`config.mk`:
```
export PLATFORM = sky130hd
export DESIGN_NAME = human_move_ctrl
export DESIGN_NICKNAME = d
export VERILOG_FILES = /design/src/rtl/human_move_ctrl.sv
export SDC_FILE = /design/constraint.sdc
export NUM_CORES = 1
export LEC_CHECK = 0
export ABC_AREA = 1
export CAP_MARGIN = 20
export CORE_AREA = 4 4 94 96
export DETAILED_ROUTE_END_ITERATION = 6
export DIE_AREA = 0 0 98 100
export PLACE_DENSITY = 0.61
export SLEW_MARGIN = 0
export SYNTH_ARGS = -nofsm -noshare
export SYNTH_HDL_FRONTEND = slang
export SYNTH_SLANG_ARGS = --single-unit
```
`constraint.sdc`:
```
create_clock -name clk -period 1.7 [get_ports clk]
set_input_delay 0.34 -clock clk [delete_from_list [all_inputs] [get_ports clk]]
set_output_delay 0.34 -clock clk [all_outputs]
set_load 0.1 [all_outputs]
```
`src/rtl/human_move_ctrl.sv`:
```
// Key-driven movement controller: samples synchronised direction keys on a periodic tick,
// issues a one-cycle move request and waits for the sprite stage to finish or time out.
module human_move_ctrl #(
  parameter int unsigned TICK_CYCLES    = 833333,
  parameter int unsigned TIMEOUT_CYCLES = 4096
) (
  input  logic clk,
  input  logic resetn,
  input  logic key_up,
  input  logic key_down,
  input  logic key_left,
  input  logic key_right,
  input  logic finish_P,
  output logic EN,
  output logic up,
  output logic down,
  output logic left,
  output logic right,
  output logic busy,
  output logic overrun,
  output logic timeout_err
);

  typedef enum logic [1:0] {IDLE, ISSUE, WAIT_DONE} state_t;

  localparam logic [19:0] TICK_LAST    = 20'(TICK_CYCLES - 1);
  localparam logic [15:0] TIMEOUT_LAST = 16'(TIMEOUT_CYCLES - 1);

  state_t      state_reg, state_next;
  logic [3:0]  key_meta_reg, key_sync_reg;
  logic [19:0] tick_cnt_reg, tick_cnt_next;
  logic [15:0] to_cnt_reg, to_cnt_next;
  logic [3:0]  dir_reg, dir_next;
  logic        pending_reg, pending_next;
  logic        overrun_reg, overrun_next;
  logic        timeout_reg, timeout_next;
  logic [3:0]  dir_resolved;
  logic        key_any;
  logic        tick;

  // Bit order everywhere is {up, down, left, right}
  always_ff @(posedge clk or negedge resetn) begin
    if (!resetn) begin
      key_meta_reg <= 4'b0000;
      key_sync_reg <= 4'b0000;
    end else begin
      key_meta_reg <= {key_up, key_down, key_left, key_right};
      key_sync_reg <= key_meta_reg;
    end
  end

  assign tick          = (tick_cnt_reg == TICK_LAST);
  assign tick_cnt_next = tick ? 20'd0 : tick_cnt_reg + 20'd1;
  assign key_any       = |key_sync_reg;

  // Priority up > down > left > right, so opposing keys never yield two bits
  always_comb begin
    dir_resolved = 4'b0000;
    if (key_sync_reg[3])      dir_resolved = 4'b1000;
    else if (key_sync_reg[2]) dir_resolved = 4'b0100;
    else if (key_sync_reg[1]) dir_resolved = 4'b0010;
    else if (key_sync_reg[0]) dir_resolved = 4'b0001;
  end

  always_ff @(posedge clk or negedge resetn) begin
    if (!resetn) begin
      state_reg    <= IDLE;
      tick_cnt_reg <= 20'd0;
      to_cnt_reg   <= 16'd0;
      dir_reg      <= 4'b0000;
      pending_reg  <= 1'b0;
      overrun_reg  <= 1'b0;
      timeout_reg  <= 1'b0;
    end else begin
      state_reg    <= state_next;
      tick_cnt_reg <= tick_cnt_next;
      to_cnt_reg   <= to_cnt_next;
      dir_reg      <= dir_next;
      pending_reg  <= pending_next;
      overrun_reg  <= overrun_next;
      timeout_reg  <= timeout_next;
    end
  end

  always_comb begin
    state_next   = state_reg;
    to_cnt_next  = to_cnt_reg;
    dir_next     = dir_reg;
    pending_next = pending_reg;
    overrun_next = overrun_reg;
    timeout_next = timeout_reg;

    // A tick arriving while a move is in flight is remembered once; a second one is lost
    if (tick && state_reg != IDLE) begin
      pending_next = 1'b1;
      if (pending_reg) overrun_next = 1'b1;
    end

    case (state_reg)
      IDLE: begin
        dir_next = 4'b0000;
        if (tick || pending_reg) begin
          pending_next = 1'b0;
          if (key_any) begin
            state_next = ISSUE;
            dir_next   = dir_resolved;
          end
        end
      end
      ISSUE: begin
        state_next  = WAIT_DONE;
        to_cnt_next = 16'd0;
      end
      WAIT_DONE: begin
        if (to_cnt_reg != 16'hFFFF) to_cnt_next = to_cnt_reg + 16'd1;
        if (finish_P) begin
          state_next = IDLE;
        end else if (to_cnt_reg >= TIMEOUT_LAST) begin
          timeout_next = 1'b1;
          state_next   = IDLE;
        end
      end
      default: state_next = IDLE;
    endcase
  end

  assign EN          = (state_reg == ISSUE);
  assign busy        = (state_reg != IDLE);
  assign {up, down, left, right} = dir_reg;
  assign overrun     = overrun_reg;
  assign timeout_err = timeout_reg;

endmodule

```
# --- Word level (Yosys, flattened, before mapping) ---
# Index checks and enable logic that the tools add are counted.
totals:
  latch_bits: 0
  n_memories: 0
  input_bits: 7
  output_inout_bits: 8
  wordCells: 48
  ff_bits: 53
  ramBits: 0
  rom_bits: 0
classes:
  div: 0
  shifts: 0
  eq_ne: 8
  n_lt_le_gt_ge: 1
  muxes: 17
  multipliers: 0
  bitwise_logic: 1
  add_sub_neg: 2
  n_reduce_logical: 10
op_table:
  columns: ["op", "n"]
  rows:
  - ["16-bit one-hot mux with 2 select lines", 1]
  - ["20-bit by 1-bit adder with 20-bit output (second input constant)", 1]
  - ["20-bit equality test (second input constant)", 1]
  - ["20-bit two-way mux", 1]
  - ["16-bit by 1-bit adder with 16-bit output (second input constant)", 1]
  - ["16-bit by 12-bit greater-or-equal comparator with 1-bit output (second input constant)", 1]
  - ["16-bit two-way mux", 1]
  - ["16-bit inequality test (second input constant)", 1]
  - ["4-bit two-way mux", 3]
  - ["2-bit two-way mux", 5]
  - ["2-bit inequality test (second input constant)", 3]
  - ["2-bit one-hot mux with 3 select lines", 1]
  - ["3-bit AND reduction", 2]
  - ["1-bit two-way mux", 4]
  - ["2-bit AND reduction", 2]
  - ["2-bit nonzero test", 2]
  - ["4-bit OR reduction", 1]
  - ["3-bit two-way mux", 1]
  - ["3-bit inequality test (second input constant)", 1]
  - ["2-bit by 1-bit equality test with 1-bit output (second input constant)", 1]
  - ["2-bit equality test (second input constant)", 1]
  - ["2-bit zero test", 1]
  - ["1-bit logical AND", 1]
  - ["1-bit logical OR", 1]
  - ["1-bit NOT", 1]

# --- Logic depth before layout (Yosys ltp) ---
depth:
  ltp_word: 6
  mapped_depth: 11
  depth_no_buf: 10

# --- Worst setup path before layout ---
# No wires, ideal clock.
synth_timing:
  kind: "flip-flop to flip-flop"
  startpoint: "reg state_reg[1]"
  endpoint: "reg to_cnt_reg[0]"
  stages_incl_launch_ff: 5
  period_less_slack_ns: 2.613
  n_path_buf: 0
  setup_slack_ns: -0.913
  setup_time_ns: 0.131
  t_arrival_ns: 2.482
  t_required_ns: 1.569
  cell_sequence: "dfrtp_1 -> nor2_1 -> inv_1 -> nand2_1 -> a21oi_1"
synth_between:
  elab_chain_cells: 3
  elab_cells_between_ends: 6
  cone_classes: "eq/ne (3); mux (1); reduce/logical (2)"
synth_lines:
  columns: ["item", "line", "rtl"]
  rows:
  - ["start: declaration", "29", "state_t state_reg, state_next;"]
  - ["start signal: assignment", "75", "state_reg <= state_next;"]
  - ["2-bit by 1-bit equality test with 1-bit output (*)", null, null]
  - ["via EN", "14", "output logic EN,"]
  - ["2-bit nonzero test (no source line)", null, null]
  - ["2-bit AND reduction (no source line)", null, null]
  - ["end signal: assignment", "77", "to_cnt_reg <= to_cnt_next;"]
  - ["end: declaration", "32", "logic [15:0] to_cnt_reg, to_cnt_next;"]
# The timed path passes the listed nets; every way through them passes the cells marked *.
# A chain may end at the register's enable or synchronous reset.

# --- Worst setup path after layout ---
layout_timing:
  startpoint: "reg state_reg[1]"
  endpoint: "out busy"
layout_between:
  elab_chain_cells: 1
layout_lines:
  columns: ["item", "line", "rtl"]
  rows:
  - ["2-bit nonzero test", "128", "assign busy = (state_reg != IDLE);"]
  - ["end: declaration", "19", "output logic busy,"]
# No other way between the ends.

==> results.md <==
* Quantity of I/O buffers inserted on ports at 14
* Library cells used by synthesis at 27
* FF-to-FF setup slack at 150 ps
* Clock H-tree levels at 2
* Crit start category: flop
* Fin Clk Skew at 13.19 ps
* Worst r2r path cells at 8
* Maxcap violations at 0
* Final antenna-violating net count at 0
* Num rows at 33
* Worst Path Required at 1360 ps
* Mapped cell area at 0.002719 mm^2
* Area growth syn-to-layout at 19.93%
* Sequential area share after synthesis at 0.4878
* Reg-to-reg startpoint: to_cnt_reg[0]$_DFFE_PN0P_
* Leakage at 1.565 nW
* Root Buffer: clkbuf_8
* Initial antenna violation count at 0
* Chip height at 100 um
* Failing checks: hold timing
* Status: complete, but fails checks
* Share of cells above drive strength 1 at 0.1346
* Max clock buf depth at 2
* Worst vdd ir at 0.3579 mV
* Fillers at 829
* Net count after synthesis at 359
* Dpl cells at 475
* Ports at 15
* Initial Util at 0.3377
* Worst-path clk slew at 100 ps
* Core area at 0.008051 mm^2
* Drt drc at 0
* Tmin final at 1554 ps
* ANT cells at 0
* GRT Util Overall at 0.1211
* Max_slew headroom at 0.8015
* Final hold vios at 4
* Global route overflow at 0
* Max reg flops at 20
* Routed WL at 5477 um
* HP Class: in -> async
* RSZ-0062 raised after global routing: no
* Clock sinks at 53
* Core Util, Final at 0.4050
* Seq cells post-synth at 53
* Drt wl/cell at 11.32 um
* Post-layout nets at 388
* Die width at 98 um
* Via Count at 2,209
* Final std cells w/o fill at 484
* First-pass GRT wire length at 9756 um
* Hold-fix buffers at CTS at 0
* Avg Cell Area, Syn at 7.790 um^2
* Setup TNS at 0 ps
* Crit share post-route at 0.9141
* CTS tree: done
* Register area at 0.001328 mm^2
* Pwr/cell area at 649.1 mW/mm^2
* Mapped Cells at 349
* Routability Congestion at 0.9154
* Vias in the first global route at 2,153
* Slew Limit Fails at 0
* Die ar. at 0.009800 mm^2
* Fmax at 643.5 MHz
* Clock Latency Late Sink at 320 ps
* Critical path arrival at 1210 ps
* Worst-Margin Slew at 297.1 ps
* Syn. warnings at 0
* TritonCTS buffer count at 5
* Critical path class: reg -> out
* DR iter-0 viols at 84
* CP Capture Type: primary output
* Crit Reg-Reg Endpoint: to_cnt_reg[5]$_DFFE_PN0P_
* Post-DR vias/cell at 4.564
* Hold WS at -3.448 ps
* Largest net degree at the start of global routing at 54
* Multi-input gate area at 0.001247 mm^2
* Detailed placement HPWL at 4079 um
* Crit Path Max Fanout at 7
* TritonRoute pass-1 iters at 6
* # setup viols final at 0
==> per-layer routing <==
| metal | routed length [um] | GRT usage |
|---|---|---|
| met1 | 2505 | 0.1581 |
| met2 | 2691 | 0.2016 |
| met3 | 202 | 0.02571 |
| met4 | 78 | 0.03940 |
| met5 | 0 | 0 |
==> cells in the mapped netlist (all sizes together) <==
| library cell | count | area (um^2) |
|---|---|---|
| xnor2 | 3 | 26.28 |
| o21bai | 1 | 7.510 |
| buf | 2 | 16.26 |
| nor2 | 71 | 309.0 |
| nand3b | 2 | 15.01 |
| inv | 41 | 153.9 |
| nand4 | 3 | 18.77 |
| or2 | 3 | 18.77 |
| dfrtp | 53 | 1326 |
| and2 | 1 | 6.260 |
| nor3b | 1 | 7.510 |
| nand2 | 105 | 411.6 |
| nor4 | 1 | 6.260 |
| xor2 | 13 | 113.9 |
| ha | 3 | 37.54 |
| o21ai | 10 | 53.80 |
| a21oi | 3 | 15.01 |
| nand3 | 30 | 160.2 |
| nor3 | 3 | 15.01 |
==> cells by family (layout without fill, tap and decap cells) <==
group,after synthesis,after routing,share of synthesized area
xor gates and xnor gates,16,16,0.05154
AOI/OAI and AO/OA,14,14,0.02807
adders and majority gates,3,3,0.01381
DFF,53,53,0.4878
and+or+nand+nor,220,220,0.3562
buffers and inverters,43,73,0.06259
==> stage by stage <==
stage / instance area, um^2 / hold slack (ps) / total power (W) / worst slack (ps)
6_report: 3261 / -3.448 / 0.002116 / 146.0
5_1_grt: 3261 / 13.85 / 0.002221 / 15.91
4_1_cts: 3231 / 11.66 / 0.002150 / 43.64
3_5_place_dp: 3137 / 336.5 / 0.001402 / 49.68
3_3_place_gp: 3137 / 334.2 / 0.001399 / 92.94
2_1_floorplan: 2726 / 44.41 / 0.001346 / 109.9
==> what timing repair did <==
| item | CTS | global route |
|---|---|---|
| endpoints found under the setup margin | 0 | 6 |
| gates resized for setup | 0 | 7 |
| buffers inserted | 0 | 1 |
==> worst max path at each step <==
stage                                   start                          to
floorplan            state_reg[1]$_DFFE_PN0P_   to_cnt_reg[0]$_DFFE_PN0P_
detailed placement  tick_cnt_reg[0]$_DFF_PN0_  tick_cnt_reg[14]$_DFF_PN0_
finish               state_reg[1]$_DFFE_PN0P_                        busy
global placement    tick_cnt_reg[0]$_DFF_PN0_  tick_cnt_reg[14]$_DFF_PN0_
global route        tick_cnt_reg[0]$_DFF_PN0_  tick_cnt_reg[14]$_DFF_PN0_
CTS                 tick_cnt_reg[0]$_DFF_PN0_  tick_cnt_reg[14]$_DFF_PN0_
==> worst max-delay path, stage by stage (launching register included) <==
cell and delay, ps:
dfrtp_1 430, nor2_1 180, inv_2 110, buf_12 180
==> power breakdown <==
group,internal [W],switching (W)
Sequential,0.00128,0.0000130
Clock,0.000298,0.000445
Combinational,0.0000321,0.0000488
Total,0.00161,0.000507
==> cell usage in the layout (no fill, tap or decap), drive strengths merged <==
cell type	instances
o21bai	1
nor4	1
a21oi	3
clkbuf	5
and2	1
nor2	71
dfrtp	53
nand2	105
nand3b	2
nand4	3
nor3b	1
clkinvlp	1
ha	3
nand3	30
or2	3
inv	42
clkdlybuf4s50	5
o21ai	10
buf	19
clkinv	1
nor3	3
xnor2	3
xor2	13
==> layout make-up <==
class | instances | share of cell area
multi-input combinational | 253 | 0.3826
sequential | 53 | 0.4071
clock inverter | 3 | 0.007675
clock buffer | 5 | 0.02111
inverter | 41 | 0.04720
timing repair buffer | 24 | 0.09401
tap | 105 | 0.04029
Power figures use the tool's default switching activity.
